<file path="config.mk">
export PLATFORM = sky130hd
export DESIGN_NAME = hilo_unit_flat
export DESIGN_NICKNAME = d
export VERILOG_FILES = /design/src/rtl/hilo_unit_if.sv /design/src/rtl/hilo_unit.sv /design/src/flat_wrapper.sv
export SDC_FILE = /design/constraint.sdc
export NUM_CORES = 1
export LEC_CHECK = 0
export ABC_CLOCK_PERIOD_IN_PS = 1890
export BUFFER_PORTS_ARGS = -buffer_cell sky130_fd_sc_hd__buf_2
export CORE_MARGIN = 4
export CORE_UTILIZATION = 43
export CTS_BUF_LIST = sky130_fd_sc_hd__clkbuf_4 sky130_fd_sc_hd__clkbuf_8 sky130_fd_sc_hd__clkbuf_16
export CTS_CLUSTER_DIAMETER = 50
export DETAILED_ROUTE_END_ITERATION = 12
export PLACE_DENSITY = 0.74
export RECOVER_POWER = 25
export SYNTH_ARGS = -nofsm -noshare
export SYNTH_HDL_FRONTEND = slang
export SYNTH_SLANG_ARGS = --single-unit
</file>
<file path="constraint.sdc">
create_clock -name clk -period 1.89 [get_ports clk]
set_input_delay 0.378 -clock clk [delete_from_list [all_inputs] [get_ports clk]]
set_output_delay 0.378 -clock clk [all_outputs]
set_load 0.01 [all_outputs]
</file>
<file path="src/rtl/hilo_unit_if.sv">
// -----------------------------------------------------------------------------
// hilo_unit_if
//
// Purpose:
//   Bundles the pipeline-facing signals of the HI/LO register stage.
//   Clock and reset are plain ports on the unit and are not part of this bundle.
//
// Modports:
//   master : the pipeline/hazard side. Drives the control and data inputs and
//            observes HI, LO, ReadData and Busy.
//   slave  : the hilo_unit itself.
//
// Signals:
//   Start        launch the operation selected by MDCCtrl this cycle
//   MDCCtrl[2:0] 1 = mult, 2 = multu, 3 = div, 4 = divu, other = no-op
//   SrcA[31:0]   mthi/mtlo write data
//   SrcB[31:0]   divisor (only used for divide-by-zero detection)
//   MDCResult_hi combinational MDC high result
//   MDCResult_lo combinational MDC low result
//   HIWrite      mthi request
//   LOWrite      mtlo request
//   ReadSel      0 = LO, 1 = HI on ReadData
//   HI, LO       architectural registers
//   ReadData     mfhi/mflo data (combinational mux of HI/LO)
//   Busy         registered, high while a mult/div is in flight
// -----------------------------------------------------------------------------
interface hilo_unit_if;
    logic        Start;
    logic [2:0]  MDCCtrl;
    logic [31:0] SrcA;
    logic [31:0] SrcB;
    logic [31:0] MDCResult_hi;
    logic [31:0] MDCResult_lo;
    logic        HIWrite;
    logic        LOWrite;
    logic        ReadSel;
    logic [31:0] HI;
    logic [31:0] LO;
    logic [31:0] ReadData;
    logic        Busy;

    modport master (
        output Start, MDCCtrl, SrcA, SrcB, MDCResult_hi, MDCResult_lo,
               HIWrite, LOWrite, ReadSel,
        input  HI, LO, ReadData, Busy
    );

    modport slave (
        input  Start, MDCCtrl, SrcA, SrcB, MDCResult_hi, MDCResult_lo,
               HIWrite, LOWrite, ReadSel,
        output HI, LO, ReadData, Busy
    );
endinterface

</file>
<file path="src/rtl/hilo_unit.sv">
// -----------------------------------------------------------------------------
// hilo_unit
//
// Purpose:
//   HI/LO register stage that sits directly behind the combinational
//   multiply/divide calculator (MDC). A valid Start captures the MDC result
//   immediately, because the MDC operands move on after that edge. The unit
//   then holds Busy for the architectural latency of the instruction, and
//   finally commits the captured result to HI/LO. In IDLE it also services
//   mthi/mtlo writes. ReadData provides the mfhi/mflo mux.
//
// Parameters:
//   MULT_CYCLES : busy cycles for mult/multu (1..15, 0 is treated as 1)
//   DIV_CYCLES  : busy cycles for div/divu   (1..15, 0 is treated as 1)
//
// Ports:
//   clk    : rising-edge clock
//   reset  : asynchronous, active-low reset
//   bus    : hilo_unit_if.slave (see rtl/hilo_unit_if.sv)
//
// Configuration macro:
//   HILO_DIV0_HOLD_EN : when defined, a div/divu with a zero divisor still
//                       runs its full busy period, but it leaves HI/LO
//                       unchanged at commit. When undefined, the captured MDC
//                       values are always committed.
// -----------------------------------------------------------------------------
module hilo_unit #(
    parameter int MULT_CYCLES = 5,
    parameter int DIV_CYCLES  = 10
) (
    input  logic         clk,
    input  logic         reset,
    hilo_unit_if.slave   bus
);

    typedef enum logic {
        S_IDLE = 1'b0,
        S_BUSY = 1'b1
    } state_t;

    // A zero latency would never reach the cnt==1 commit point, so clamp it to 1.
    localparam int         MULT_EFF  = (MULT_CYCLES < 1) ? 1 : MULT_CYCLES;
    localparam int         DIV_EFF   = (DIV_CYCLES  < 1) ? 1 : DIV_CYCLES;
    localparam logic [3:0] MULT_LOAD = MULT_EFF[3:0];
    localparam logic [3:0] DIV_LOAD  = DIV_EFF[3:0];

    state_t      r_state;
    logic [3:0]  r_cnt;
    logic [31:0] r_pend_hi;
    logic [31:0] r_pend_lo;
    logic [31:0] r_hi;
    logic [31:0] r_lo;
    logic        r_busy;
`ifdef HILO_DIV0_HOLD_EN
    logic        r_pend_keep;
`endif

    logic        w_is_mul;
    logic        w_is_div;
    logic        w_start_ok;
    logic        w_div_zero;
    logic [3:0]  w_load;

    // ---------------------------------------------------------------------
    // Opcode decode
    // ---------------------------------------------------------------------
    always_comb begin
        // NOTE: every output of an always_comb gets a default first. A path
        // that leaves it unassigned would otherwise infer a latch.
        w_is_mul = 1'b0;
        w_is_div = 1'b0;
        case (bus.MDCCtrl)
            3'd1, 3'd2: w_is_mul = 1'b1;
            3'd3, 3'd4: w_is_div = 1'b1;
            default:    ;
        endcase
        w_start_ok = bus.Start && (w_is_mul || w_is_div);
        w_div_zero = w_is_div && (bus.SrcB == 32'd0);
        w_load     = w_is_div ? DIV_LOAD : MULT_LOAD;
    end

`ifndef HILO_DIV0_HOLD_EN
    // The divisor only matters for the divide-by-zero hold feature.
    logic w_unused_div_zero;
    assign w_unused_div_zero = w_div_zero;
`endif

    // ---------------------------------------------------------------------
    // Control FSM, countdown, pending capture and architectural HI/LO
    // ---------------------------------------------------------------------
    always_ff @(posedge clk or negedge reset) begin
        if (!reset) begin
            // NOTE: pend_hi/pend_lo are cleared on reset as well. An abort then
            // leaves no stale result that a later path could commit.
            r_state   <= S_IDLE;
            r_cnt     <= 4'd0;
            r_pend_hi <= 32'd0;
            r_pend_lo <= 32'd0;
            r_hi      <= 32'd0;
            r_lo      <= 32'd0;
            r_busy    <= 1'b0;
`ifdef HILO_DIV0_HOLD_EN
            r_pend_keep <= 1'b0;
`endif
        end else begin
            // NOTE: sequential state uses non-blocking assignments only. All
            // right-hand sides therefore read pre-edge values, whatever the
            // statement order.
            case (r_state)
                S_IDLE: begin
                    if (w_start_ok) begin
                        // The MDC is combinational and its operands change after
                        // this edge, so the result is captured now. A valid Start
                        // takes priority and any concurrent mthi/mtlo is dropped.
                        r_pend_hi <= bus.MDCResult_hi;
                        r_pend_lo <= bus.MDCResult_lo;
                        r_cnt     <= w_load;
                        r_state   <= S_BUSY;
                        r_busy    <= 1'b1;
`ifdef HILO_DIV0_HOLD_EN
                        r_pend_keep <= w_div_zero;
`endif
                    end else begin
                        if (bus.HIWrite) r_hi <= bus.SrcA;
                        if (bus.LOWrite) r_lo <= bus.SrcA;
                    end
                end

                S_BUSY: begin
                    r_cnt <= r_cnt - 4'd1;
                    // A cnt of 0 here is unreachable. It is folded into the
                    // commit case so the FSM can never lock up in BUSY.
                    if (r_cnt <= 4'd1) begin
`ifdef HILO_DIV0_HOLD_EN
                        if (!r_pend_keep) begin
                            r_hi <= r_pend_hi;
                            r_lo <= r_pend_lo;
                        end
`else
                        r_hi <= r_pend_hi;
                        r_lo <= r_pend_lo;
`endif
                        r_state <= S_IDLE;
                        r_busy  <= 1'b0;
                    end
                end

                default: begin
                    r_state <= S_IDLE;
                    r_busy  <= 1'b0;
                end
            endcase
        end
    end

    // ---------------------------------------------------------------------
    // Outputs: ReadData only ever shows committed registers
    // ---------------------------------------------------------------------
    assign bus.HI       = r_hi;
    assign bus.LO       = r_lo;
    assign bus.Busy     = r_busy;
    assign bus.ReadData = bus.ReadSel ? r_hi : r_lo;

endmodule

</file>
<file path="src/flat_wrapper.sv">
// flat-port wrapper written by rule: the top's interface ports become plain ports
module hilo_unit_flat 
#(
    parameter int MULT_CYCLES = 5,
    parameter int DIV_CYCLES  = 10
)
  (clk, reset, bus_Start, bus_MDCCtrl, bus_SrcA, bus_SrcB, bus_MDCResult_hi, bus_MDCResult_lo, bus_HIWrite, bus_LOWrite, bus_ReadSel, bus_HI, bus_LO, bus_ReadData, bus_Busy);
  hilo_unit_if bus_i ();
  input  logic clk;
  input  logic reset;
  input wire logic [$bits(bus_i.Start)-1:0] bus_Start;
  input wire logic [$bits(bus_i.MDCCtrl)-1:0] bus_MDCCtrl;
  input wire logic [$bits(bus_i.SrcA)-1:0] bus_SrcA;
  input wire logic [$bits(bus_i.SrcB)-1:0] bus_SrcB;
  input wire logic [$bits(bus_i.MDCResult_hi)-1:0] bus_MDCResult_hi;
  input wire logic [$bits(bus_i.MDCResult_lo)-1:0] bus_MDCResult_lo;
  input wire logic [$bits(bus_i.HIWrite)-1:0] bus_HIWrite;
  input wire logic [$bits(bus_i.LOWrite)-1:0] bus_LOWrite;
  input wire logic [$bits(bus_i.ReadSel)-1:0] bus_ReadSel;
  output wire logic [$bits(bus_i.HI)-1:0] bus_HI;
  output wire logic [$bits(bus_i.LO)-1:0] bus_LO;
  output wire logic [$bits(bus_i.ReadData)-1:0] bus_ReadData;
  output wire logic [$bits(bus_i.Busy)-1:0] bus_Busy;
  assign bus_i.Start = bus_Start;
  assign bus_i.MDCCtrl = bus_MDCCtrl;
  assign bus_i.SrcA = bus_SrcA;
  assign bus_i.SrcB = bus_SrcB;
  assign bus_i.MDCResult_hi = bus_MDCResult_hi;
  assign bus_i.MDCResult_lo = bus_MDCResult_lo;
  assign bus_i.HIWrite = bus_HIWrite;
  assign bus_i.LOWrite = bus_LOWrite;
  assign bus_i.ReadSel = bus_ReadSel;
  assign bus_HI = bus_i.HI;
  assign bus_LO = bus_i.LO;
  assign bus_ReadData = bus_i.ReadData;
  assign bus_Busy = bus_i.Busy;
  hilo_unit #(.MULT_CYCLES(MULT_CYCLES), .DIV_CYCLES(DIV_CYCLES)) u_core (.clk(clk), .reset(reset), .bus(bus_i));
endmodule
</file>
# == After elaboration in Yosys (flattened, before gate mapping) ==
# Index checks and enable logic that the tools add are counted.
# word_totals
memories,0
in_bits,137
elab_cells,47
register_bits,134
mem_bits_rw,0
mem_bits_ro,0
out_inout_bits,97
latch_bits,0
# classes
eq_ne,9
n_div,0
n_bitwise,1
muxes,20
n_shift,0
add_sub_neg,1
n_mul,0
n_reduce_logical,8
magnitude_cmp,1
# op_table
cell,n
32-bit two-way mux,7
32-bit one-hot mux with 2 select lines,2
4-bit two-way mux,2
"2-bit inequality test, second input constant",4
4-bit one-hot mux with 2 select lines,1
"3-bit by 2-bit == test with 1-bit output, second input constant",2
1-bit two-way mux,6
3-bit AND reduction,2
"4-bit by 1-bit less-or-equal comparator with 1-bit output, second input constant",1
1-bit one-hot mux with 2 select lines,2
2-bit AND reduction,2
2-bit OR reduction,2
"4-bit by 1-bit subtractor with 4-bit output, second input constant",1
"3-bit by 1-bit == test with 1-bit output, second input constant",1
"3-bit == test, second input constant",1
"2-bit by 1-bit inequality test with 1-bit output, second input constant",1
1-bit logical AND,1
1-bit logical OR,1
1-bit inverter,1

# == Longest topological paths before layout ==
# Gate-level depths: netlist of run 1.
# logic_depth
depth_word,7
mapped_depth,7
depth_no_buf,5

# == Worst setup path after synthesis of run 1 ==
# OpenSTA, ideal clock, no wires.
# synth_path
kind,register to register
start,reg u_core.r_cnt[0]
end,"reg u_core.r_hi[0], in the netlist u_core.bus.HI[0]"
path_slack_ps,100
required_ps,1814
n_path_buf,2
setup_time_ps,76
synth_period_minus_slack_ps,1790
stages_incl_launch_ff,8
t_arrival_ps,1713
cell_sequence,dfrtp_1 > inv_1 > ha_1 > o211ai_1 > clkbuf_1 > buf_1 > nand3_1 > o21ai_1
# synth_between
elab_chain_len,3
# synth_lines
item,line,text
start: declaration,hilo_unit.sv:48,logic [3:0] r_cnt;
start signal: assignment,hilo_unit.sv:117,r_cnt <= w_load;
start signal: assignment,hilo_unit.sv:130,r_cnt <= r_cnt - 4'd1;
4-bit by 1-bit less-or-equal comparator with 1-bit output,hilo_unit.sv:133,if (r_cnt <= 4'd1) begin
2-bit inequality test (no source line),n/a,
3-bit AND reduction (no source line),n/a,
end signal: assignment,hilo_unit.sv:124,if (bus.HIWrite) r_hi <= bus.SrcA;
end signal: assignment,hilo_unit.sv:140,r_hi <= r_pend_hi;
end: declaration,hilo_unit.sv:51,logic [31:0] r_hi;
# No other way between the ends.
# A chain may end at the register's enable or synchronous reset.

# == Worst setup path after layout of run 1 ==
# layout_path
start,reg u_core.r_cnt[0]
end,"reg u_core.r_lo[12], in the netlist u_core.bus.LO[12]"
# layout_between
elab_chain_len,3
# layout_lines
item,line,text
4-bit by 1-bit less-or-equal comparator with 1-bit output,hilo_unit.sv:133,
2-bit inequality test (no source line),n/a,
3-bit AND reduction (no source line),n/a,
end signal: assignment,hilo_unit.sv:125,if (bus.LOWrite) r_lo <= bus.SrcA;
end signal: assignment,hilo_unit.sv:141,r_lo <= r_pend_lo;
end: declaration,hilo_unit.sv:52,logic [31:0] r_lo;
# No other way between the ends.

==> flow_summary.json, run 1 <==
{
  "grt_first_pass_wirelength_um": 27390,
  "p_seq_frac": 0.365,
  "drt-vias-per-instance": 5.478,
  "drive_gt1_frac": 0.4801,
  "path_buf_inv": 4,
  "fin_nets": 880,
  "final.min_clock_period_ns": 1.691,
  "die_y_um": 129.1,
  "p_switching_mw": 5.092,
  "p_comb_frac": 0.391,
  "coreArea_mm2": 0.01448,
  "diodes": 0,
  "clkPwrFrac": 0.244,
  "setup_viol": 0,
  "layout_common_cells": "200 x buf_2, 132 x dfrtp_1, 65 x a21oi_1",
  "final_common_cell": "buf_2",
  "dp_hpwl_um": 11720,
  "postSynthCellCount": 537,
  "syn_nets": 676,
  "postRouteAntennaNets": 0,
  "clkLatencyLatePin_ns": 0.42,
  "cts_tree": "built",
  "start_kind": "register",
  "yosysWarnings": 0,
  "grt_pass1_vias": 5172,
  "synth_seq_cells": 134,
  "gp_congestion": 0.8670,
  "grt-ovfl-total": 0,
  "finClkSkew_ns": 0.01011,
  "drt-total-wl_um": 17810,
  "io_pins": 234,
  "postLayoutCoreUtil": 0.5659,
  "root_buffer": "clkbuf_16",
  "grt_usage": 0.2143,
  "yosysUniqueCellTypes": 31,
  "synth_top_cell_area_share": 0.5314,
  "rows": 44,
  "critical_path_class": "reg -> reg",
  "max_stage_delay_ns": 0.40,
  "critPathTopFamily": "buffers and inverters",
  "drt_first_pass_iters": 5,
  "dieArea_mm2": 0.01668,
  "synthToLayoutAreaGrowth_pct": 29.86,
  "vias": 5138,
  "hold_depth": 2,
  "crit_slowest_cell": "dfrtp_2",
  "htree_levels": 4,
  "synth_edf_count": 0,
  "status": "finished clean",
  "async_reset_ff_frac": 1.000,
  "crit_required_ns": 2.22,
  "synth.avg_cell_area_um2": 11.75,
  "drt_iter0_drc": 304,
  "hold_viol": 0,
  "initial_utilization": 0.4358,
  "synth_ff_type": "dfrtp_1",
  "r2r-end": "u_core.bus.LO[12]$_DFFE_PN0P_",
  "crit_arrival_ns": 2.02,
  "cap_viol_max_count": 0,
  "fmax_mhz": 591.4,
  "synth-seq-area-share": 0.5314,
  "grt_max_degree": 62,
  "power_density_mw_per_mm2": 1764,
  "reg2reg_from": "u_core.r_cnt[0]$_DFFE_PN0P_",
  "antenna_found_initial": 0,
  "cts_made_buffers": 17,
  "cp_cell_sequence": "inv_1, ha_1, o211ai_1, buf_4, buf_4, buf_4, nand3_1, o21ai_1",
  "vdd_ir_drop_max_mv": 0.7572,
  "cp_max_fo": 18,
  "r2r_cells": 8,
  "numPortBuffers": 201,
  "slew_viol_final": 0,
  "worst_slew_pin_slew_ns": 0.9099,
  "clkSinkCount": 134,
  "wire_per_inst_um": 18.99,
  "p_sw_frac": 0.3523,
  "power_leakage_nw": 3.976,
  "hold_class": "in -> reg",
  "min_to": "u_core.r_pend_lo[19]$_DFFE_PN0P_",
  "r2r_setup_slack_ns": 0.20,
  "slew_headroom": 0.3934,
  "clk_pin_slew_worst_paths_ns": 0.06,
  "worst_setup_path_end_kind": "register",
  "yosys-top-cells-area": "dfrtp_1 53%, mux2_4 12%, mux2_2 8.4%, a21oi_1 5.2%, nand3_1 5.1%",
  "hp-start": "bus_MDCResult_lo[19]",
  "rsz0062_at_grt": "no",
  "power_mw": 14.46,
  "drc": 0,
  "period_share": 0.8947,
  "die_x_um": 129.1,
  "syn-cell-area_mm2": 0.006310,
  "clock_path_buffers": 2,
  "synth_top_area_cell": "dfrtp_1",
  "intPower_mw": 9.363,
  "cpMostUsedCell": "buf_4"
}
[logic make-up (layout without fill, tap and decap cells)]
group / Yosys count / in the layout / share of synthesized area
XOR/XNOR: 3 / 3 / 0.004165
multiplexers: 96 / 96 / 0.2005
buffers and inverters: 48 / 263 / 0.04323
adder cells (fa/ha/maj): 2 / 2 / 0.003965
AND/OR/NAND/NOR: 109 / 111 / 0.09578
flip-flops: 134 / 134 / 0.5314
AO/OA/AOI/OAI: 145 / 145 / 0.1210
[repair_timing]
item / CTS / global route
hold buffers: 1 / 0
resized for setup: 2 / 2
pin swaps: 3 / 0
gates cloned: 2 / 0
setup buffers: 2 / 0
setup endpoints to repair: 64 / 30
hold endpoints to repair: 34 / 0
[cell usage after synthesis (all sizes together) (2+ instances only)]
| cell | count |
|---|---|
| o21a | 2 |
| nand2 | 4 |
| clkbuf | 21 |
| a311o | 2 |
| nor2 | 2 |
| a32oi | 2 |
| and2 | 2 |
| nor2b | 33 |
| nand3 | 64 |
| o21ai | 70 |
| mux2 | 96 |
| inv | 6 |
| a21oi | 65 |
| buf | 21 |
| ha | 2 |
| dfrtp | 134 |
| xor2 | 2 |
[power by group through the flow]
stage	sequential, mW	combinational [mW]	clock, mW
2_1_floorplan	5.27	3.58	0
3_3_place_gp	5.19	5.41	0
3_5_place_dp	5.28	5.56	0
4_1_cts	5.26	5.72	3.59
5_1_grt	5.42	6.20	3.73
6_report	5.28	5.66	3.52
[final cells by class]
class                           instances  area, µm²
Inverter                                6      22.52
Clock inverter                         12      175.2
Tap cell                              184      230.2
Fill cell                            1228       6285
Timing Repair Buffer                  225       1237
Sequential cell                       134       3358
Clock buffer                           20      466.7
Multi-Input combinational cell        357       2704
[stage by stage]
stage / hold WS (ns) / setup TNS [ns] / instance area (µm²) / cells / setup slack (ns)
2_1_floorplan: 0.08241 / 0 / 6310 / 537 / 0.1004
3_3_place_gp: 0.3008 / -0.3508 / 7528 / 901 / -0.03130
3_5_place_dp: 0.2988 / -1.366 / 7528 / 901 / -0.06113
4_1_cts: 0.1711 / 0 / 8213 / 938 / 0.1181
5_1_grt: 0.1712 / 0 / 8194 / 938 / 0.04973
6_report: 0.1929 / 0 / 8194 / 938 / 0.1990
[routing by layer]
| layer | GRT usage | share of wire | vias to the layer above |
|---|---|---|---|
| li1 | - | - | 2353 |
| met1 | 0.2699 | 0.42 | 2537 |
| met2 | 0.3582 | 0.49 | 220 |
| met3 | 0.06265 | 0.074 | 28 |
| met4 | 0.06609 | 0.015 | 0 |
| met5 | 0 | 0 | - |
[registers in the layout, indices dropped and copies added, names as in the netlist]
name	count
u_core.bus.HI	32
u_core.r_cnt	4
u_core.bus.LO	32
u_core.r_pend_lo	32
u_core.bus.Busy	1
u_core.r_pend_hi	32
u_core.r_state	1
[worst max path at each step]
stage                                startpoint                         endpoint  slack (ns)  depth (start not counted)
floorplan           u_core.r_cnt[0]$_DFFE_PN0P_     u_core.bus.HI[0]$_DFFE_PN0P_        0.10                          7
global placement                 bus_MDCCtrl[1]  u_core.r_pend_hi[3]$_DFFE_PN0P_       -0.03                          6
detailed placement               bus_MDCCtrl[1]  u_core.r_pend_hi[3]$_DFFE_PN0P_       -0.06                          6
CTS                 u_core.r_cnt[0]$_DFFE_PN0P_    u_core.bus.HI[29]$_DFFE_PN0P_        0.12                          7
global route        u_core.r_cnt[0]$_DFFE_PN0P_    u_core.bus.LO[12]$_DFFE_PN0P_        0.05                          8
finish              u_core.r_cnt[0]$_DFFE_PN0P_    u_core.bus.LO[12]$_DFFE_PN0P_        0.20                          8
No activity file was read; power rests on OpenSTA's default activity.
==> run 2: changes to the inputs <==
--- a/config.mk
+++ b/config.mk
@@ -5,14 +5,14 @@
 export SDC_FILE = /design/constraint.sdc
 export NUM_CORES = 1
 export LEC_CHECK = 0
-export ABC_CLOCK_PERIOD_IN_PS = 1890
+export ABC_CLOCK_PERIOD_IN_PS = 2100
 export BUFFER_PORTS_ARGS = -buffer_cell sky130_fd_sc_hd__buf_2
 export CORE_MARGIN = 4
 export CORE_UTILIZATION = 43
 export CTS_BUF_LIST = sky130_fd_sc_hd__clkbuf_4 sky130_fd_sc_hd__clkbuf_8 sky130_fd_sc_hd__clkbuf_16
 export CTS_CLUSTER_DIAMETER = 50
 export DETAILED_ROUTE_END_ITERATION = 12
-export PLACE_DENSITY = 0.74
+export PLACE_DENSITY = 0.71
 export RECOVER_POWER = 25
 export SYNTH_ARGS = -nofsm -noshare
 export SYNTH_HDL_FRONTEND = slang
==> constraint.sdc (replaced) <==
create_clock -name clk -period 2.1 [get_ports clk]
set_input_delay 0.42 -clock clk [delete_from_list [all_inputs] [get_ports clk]]
set_output_delay 0.42 -clock clk [all_outputs]
set_load 0.01 [all_outputs]
==> run 2 against run 1 <==
Critical path depth fell by 2. Global-route usage fell by 0.70 points. Non-clock buffer count fell by 8. Design area fell by 0.67%. Critical path type unchanged. Largest cell class unchanged.
==> flow_summary.json, run 2 (synthesized netlist as in run 1, its figures left out) <==
{
  "drc": 0,
  "worst_setup_path_end_kind": "register",
  "drt_iter0_drc": 277,
  "die_x_um": 129.1,
  "max_stage_delay_ns": 0.48,
  "vdd_ir_drop_max_mv": 0.7931,
  "hold_class": "in -> reg",
  "grt-ovfl-total": 0,
  "rows": 44,
  "gp_congestion": 0.8086,
  "dp_hpwl_um": 11580,
  "multi_input_area_mm2": 0.002694,
  "start_kind": "register",
  "io_pins": 234,
  "drt_first_pass_iters": 4,
  "hold_viol": 0,
  "r2r-end": "u_core.bus.HI[12]$_DFFE_PN0P_",
  "reg2reg_from": "u_core.r_cnt[0]$_DFFE_PN0P_",
  "r2r_setup_slack_ns": 0.22,
  "setup_viol": 0,
  "cts_made_buffers": 17,
  "seq_area_mm2": 0.003357,
  "min_to": "u_core.r_pend_hi[29]$_DFFE_PN0P_",
  "numPortBuffers": 201,
  "worst_slew_pin_slew_ns": 0.5571,
  "wire_per_inst_um": 18.84,
  "rsz0062_at_grt": "no",
  "num-fill-cells": 1222,
  "crit_slowest_cell": "and2_2",
  "synthToLayoutAreaGrowth_pct": 28.99,
  "crit_arrival_ns": 2.15,
  "grt_pass1_vias": 5222,
  "drt-vias-per-instance": 5.450,
  "crit_required_ns": 2.37,
  "final_common_cell": "buf_2",
  "hp-start": "bus_MDCResult_hi[29]",
  "final.min_clock_period_ns": 1.882,
  "clk_pin_slew_worst_paths_ns": 0.06,
  "power_leakage_nw": 3.941,
  "cts_tree": "built",
  "die_y_um": 129.1,
  "vias": 5063,
  "clock_path_buffers": 2,
  "finalSetupTns_ns": 0,
  "coreArea_mm2": 0.01448,
  "grt_util_met3": 0.05894,
  "initial_utilization": 0.4358,
  "grt_max_degree": 54,
  "power_density_mw_per_mm2": 1583,
  "hold_depth": 2,
  "met2_usage": 0.3448,
  "drive_gt1_frac": 0.4725,
  "clkLatencyLatePin_ns": 0.41,
  "grt_usage": 0.2072,
  "cp_cell_sequence": "inv_1, ha_1, o211ai_1, buf_4, and2_2, o21ai_1",
  "post_cts_resized": 0,
  "diodes": 0,
  "critical_path_class": "reg -> reg",
  "antenna_found_initial": 1,
  "period_share": 0.8961,
  "status": "finished clean",
  "slew_headroom": 0.6286,
  "fmax_mhz": 531.4,
  "cp_max_fo": 16,
  "grt_use_met1": 0.2633,
  "postLayoutCoreUtil": 0.5621,
  "r2r_cells": 6,
  "grt_first_pass_wirelength_um": 27030,
  "fin_nets": 871,
  "layout_common_cells": "200 x buf_2, 133 x dfrtp_1, 65 x a21oi_1",
  "drt-total-wl_um": 17500,
  "cap_viol_max_count": 0,
  "postRouteAntennaNets": 0,
  "slew_viol_final": 0,
  "top_usage_layer": "met2",
  "finClkSkew_ns": 0.009594,
  "dieArea_mm2": 0.01668,
  "clkSinkCount": 134,
  "root_buffer": "clkbuf_16",
  "htree_levels": 4
}
==> run 2: cell types whose count changed in the layout (fill, tap and decap cells not counted), sizes merged <==
cell,delta
clkbuf,+1
clkinv,-2
and2,-1
inv,+2
bufinv,-1
buf,-8
==> run 2: timing repair <==
action,CTS,global route
hold endpoints to repair,51,0
setup buffers,0,1
endpoints found under the setup margin,0,63
hold buffers,1,0
==> run 2: power by group <==
part	switching, mW	internal [mW]
sequential	0.926	3.84
clock	1.12	2.00
combinational	2.52	2.49
total	4.56	8.32
==> run 2: worst max path at each step <==
stage	from	end	slack (ns)	cells after the start
floorplan	u_core.r_cnt[0]$_DFFE_PN0P_	u_core.bus.HI[0]$_DFFE_PN0P_	0.31	7
global placement	bus_MDCCtrl[2]	u_core.bus.LO[31]$_DFFE_PN0P_	0.07	5
detailed placement	bus_MDCCtrl[2]	u_core.bus.LO[0]$_DFFE_PN0P_	0.05	5
CTS	u_core.r_cnt[0]$_DFFE_PN0P_	u_core.bus.HI[18]$_DFFE_PN0P_	0.04	5
global route	u_core.r_cnt[0]$_DFFE_PN0P_	u_core.bus.HI[6]$_DFFE_PN0P_	0.14	6
finish	u_core.r_cnt[0]$_DFFE_PN0P_	u_core.bus.HI[12]$_DFFE_PN0P_	0.22	6
==> run 2: worst max-delay path: cells and delay by family (launching register included) <==
family,cells,cell delay (ns)
fa+ha+maj,1,0.23
flops,1,0.42
buf+inv,2,0.29
simple gates,1,0.48
compound gates,2,0.32
==> run 2: cell type report <==
class                      count  area share
clock buffer                  21     0.05903
clock inverter                11     0.01783
inverter                       6    0.002767
multi-input combinational    356      0.3310
sequential                   134      0.4125
tap                          184     0.02829
timing repair buffer         217      0.1487
==> run 2: through the flow <==
step	std cells	hold WS (ns)	power [mW]	setup slack, ns	area, µm²
6_report	929	0.2364	12.88	0.2182	8139
5_1_grt	929	0.2047	13.71	0.1359	8139
4_1_cts	927	0.2174	12.94	0.04116	8137
3_5_place_dp	894	0.4141	9.746	0.04905	7501
3_3_place_gp	894	0.4025	9.504	0.07189	7501
2_1_floorplan	537	0.1244	7.966	0.3104	6310
==> run 2: routing by layer <==
layer | wire length (µm) | share of wire | vias up
met5 | 7 | 0.00040 | -
met3 | 1174 | 0.067 | 20
met4 | 252 | 0.014 | 2
met2 | 8598 | 0.49 | 203
li1 | - | - | 2324
met1 | 7472 | 0.43 | 2514
==> run 3: changes to the inputs <==
--- a/config.mk
+++ b/config.mk
@@ -5,14 +5,14 @@
 export SDC_FILE = /design/constraint.sdc
 export NUM_CORES = 1
 export LEC_CHECK = 0
-export ABC_CLOCK_PERIOD_IN_PS = 2100
+export ABC_CLOCK_PERIOD_IN_PS = 2300
 export BUFFER_PORTS_ARGS = -buffer_cell sky130_fd_sc_hd__buf_2
 export CORE_MARGIN = 4
 export CORE_UTILIZATION = 43
 export CTS_BUF_LIST = sky130_fd_sc_hd__clkbuf_4 sky130_fd_sc_hd__clkbuf_8 sky130_fd_sc_hd__clkbuf_16
 export CTS_CLUSTER_DIAMETER = 50
 export DETAILED_ROUTE_END_ITERATION = 12
-export PLACE_DENSITY = 0.71
+export PLACE_DENSITY = 0.68
 export RECOVER_POWER = 25
 export SYNTH_ARGS = -nofsm -noshare
 export SYNTH_HDL_FRONTEND = slang
==> constraint.sdc (replaced) <==
create_clock -name clk -period 2.3 [get_ports clk]
set_input_delay 0.46 -clock clk [delete_from_list [all_inputs] [get_ports clk]]
set_output_delay 0.46 -clock clk [all_outputs]
set_load 0.01 [all_outputs]
==> run 3 against run 2 <==
Clock skew down 0.0013 ns. Largest power group unchanged. Worst setup slack gained 0.18 ns. Clock power down 2%. Clock-buffer cell count stayed put. Critical path type is now in -> out. Non-clock buffer count decreased by 1. Global-route usage down 0.62 points. Via count is 1.2% lower. Utilization up 0.078 points. First-iteration DRC count down 25%. Largest cell class unchanged. Sequential share of layout area shrank 0.057 points. Sequential power down 9.0%. Design area is 0.14% higher.
==> flow_summary.json, run 3 (synthesized netlist as in run 1, its figures left out) <==
{
  "status": "finished clean",
  "drive_gt1_frac": 0.4711,
  "slew_headroom": 0.3714,
  "vias": 5002,
  "reg2reg_from": "u_core.r_cnt[0]$_DFFE_PN0P_",
  "numPortBuffers": 201,
  "slew_viol_final": 0,
  "antenna_found_initial": 0,
  "fmax_mhz": 524.8,
  "clock_path_buffers": 2,
  "htree_levels": 4,
  "fin_nets": 869,
  "period_share": 0.8285,
  "die_y_um": 129.1,
  "grt_usage": 0.2011,
  "die_x_um": 129.1,
  "vdd_ir_drop_max_mv": 0.6437,
  "initial_utilization": 0.4358,
  "worst_setup_path_end_kind": "output port",
  "hold_viol": 0,
  "num-fill-cells": 1224,
  "seq_area_mm2": 0.003357,
  "synthToLayoutAreaGrowth_pct": 29.17,
  "diodes": 0,
  "layout_common_cells": "200 x buf_2, 133 x dfrtp_1, 65 x a21oi_1",
  "grt_pass1_vias": 5047,
  "cts_tree": "built",
  "crit_arrival_ns": 1.45,
  "start_kind": "input pin",
  "io_pins": 234,
  "critical_path_class": "in -> out",
  "cp_max_fo": 24,
  "drc": 0,
  "final.min_clock_period_ns": 1.906,
  "rsz0062_at_grt": "no",
  "dp_hpwl_um": 11340,
  "setup_viol": 0,
  "gp_congestion": 0.8197,
  "final_area_mm2": 0.008150,
  "coreArea_mm2": 0.01448,
  "drt-total-wl_um": 16760,
  "placed_cell_area_mm2": 0.007476,
  "hp-start": "bus_MDCResult_hi[25]",
  "clk_pin_slew_worst_paths_ns": 0.06,
  "grt_max_degree": 53,
  "rows": 44,
  "grt_first_pass_wirelength_um": 26290,
  "drt_iter0_drc": 208,
  "finClkSkew_ns": 0.008304,
  "cap_viol_max_count": 0,
  "critPathLaunch": "bus_ReadSel",
  "crit_required_ns": 1.84,
  "drt-vias-per-instance": 5.396,
  "post_cts_resized": 0,
  "wire_per_inst_um": 18.08,
  "worst_slew_pin_slew_ns": 0.9429,
  "clkLatencyLatePin_ns": 0.41,
  "power_density_mw_per_mm2": 1454,
  "power_leakage_nw": 3.946,
  "multi_input_area_mm2": 0.002686,
  "grt-ovfl-total": 0,
  "postRouteAntennaNets": 0,
  "cts_setup_buffers": 0,
  "dieArea_mm2": 0.01668,
  "drt_first_pass_iters": 4,
  "root_buffer": "clkbuf_16",
  "finalSetupTns_ns": 0,
  "clkSinkCount": 134,
  "hold_class": "in -> reg",
  "final_common_cell": "buf_2",
  "cts_made_buffers": 17
}
## run 3: what timing repair did
item                                   CTS  global route
endpoints found under the hold margin   33             0
setup endpoints to repair                0             0
hold buffers                             1             0
## run 3: worst paths after layout
| path | cells after the start | slack (ns) | end |
|---|---|---|---|
| setup reg to reg | 5 | 0.44 | u_core.bus.LO[31]$_DFFE_PN0P_ |
| max in group asynchronous | 3 | 0.77 | u_core.r_pend_lo[2]$_DFFE_PN0P_ |
| min in group asynchronous | 2 | 0.74 | u_core.r_pend_lo[20]$_DFFE_PN0P_ |
| hold reg to reg | 1 | 0.49 | u_core.bus.Busy$_DFFE_PN0P_ |
| hold / removal | 2 | 0.28 | u_core.r_pend_hi[25]$_DFFE_PN0P_ |
| setup / recovery | 4 | 0.39 | bus_ReadData[9] |
## run 3: routing by layer
layer | wire length, µm | part of all wire | vias up | track usage
met1 | 7073 | 0.42 | 2450 | 0.2572
li1 | - | - | 2316 | -
met5 | 0 | 0 | - | 0
met4 | 241 | 0.014 | 0 | 0.06856
met2 | 8075 | 0.48 | 217 | 0.3354
met3 | 1374 | 0.082 | 19 | 0.04946
## run 3: per-stage QoR
step | utilization | hold WS (ns) | worst slack (ns) | instances | power, mW
2_1_floorplan | - | 0.1644 | 0.4664 | 537 | 7.273
3_3_place_gp | 0.5163 | 0.3836 | 0.1716 | 894 | 8.697
3_5_place_dp | 0.5163 | 0.3784 | 0.1225 | 894 | 8.858
4_1_cts | 0.5633 | 0.2529 | 0.3903 | 927 | 11.98
5_1_grt | 0.5629 | 0.2573 | 0.2699 | 927 | 12.62
6_report | 0.5629 | 0.2761 | 0.3945 | 927 | 11.85
## run 3: critical path, cell delays in order
cell	delay (ns)
buf_2	0.22
buf_12	0.23
mux2_2	0.36
buf_2	0.15
## run 3: final cells by class
class | count | area share
repair buffers | 216 | 0.1452
clock buffers | 21 | 0.05818
well taps | 184 | 0.02825
flip-flops and latches | 134 | 0.4119
clock inverters | 11 | 0.02410
multi-input cells | 355 | 0.3296
inverters | 6 | 0.002763
## run 3: power breakdown
group / total, mW / leakage (nW) / internal (mW) / switching (mW)
combinational: 4.47 / 1.98 / 2.24 / 2.23
clock: 3.04 / 0.323 / 2.03 / 1.01
sequential: 4.34 / 1.64 / 3.51 / 0.834
total: 11.8 / 3.95 / 7.77 / 4.08
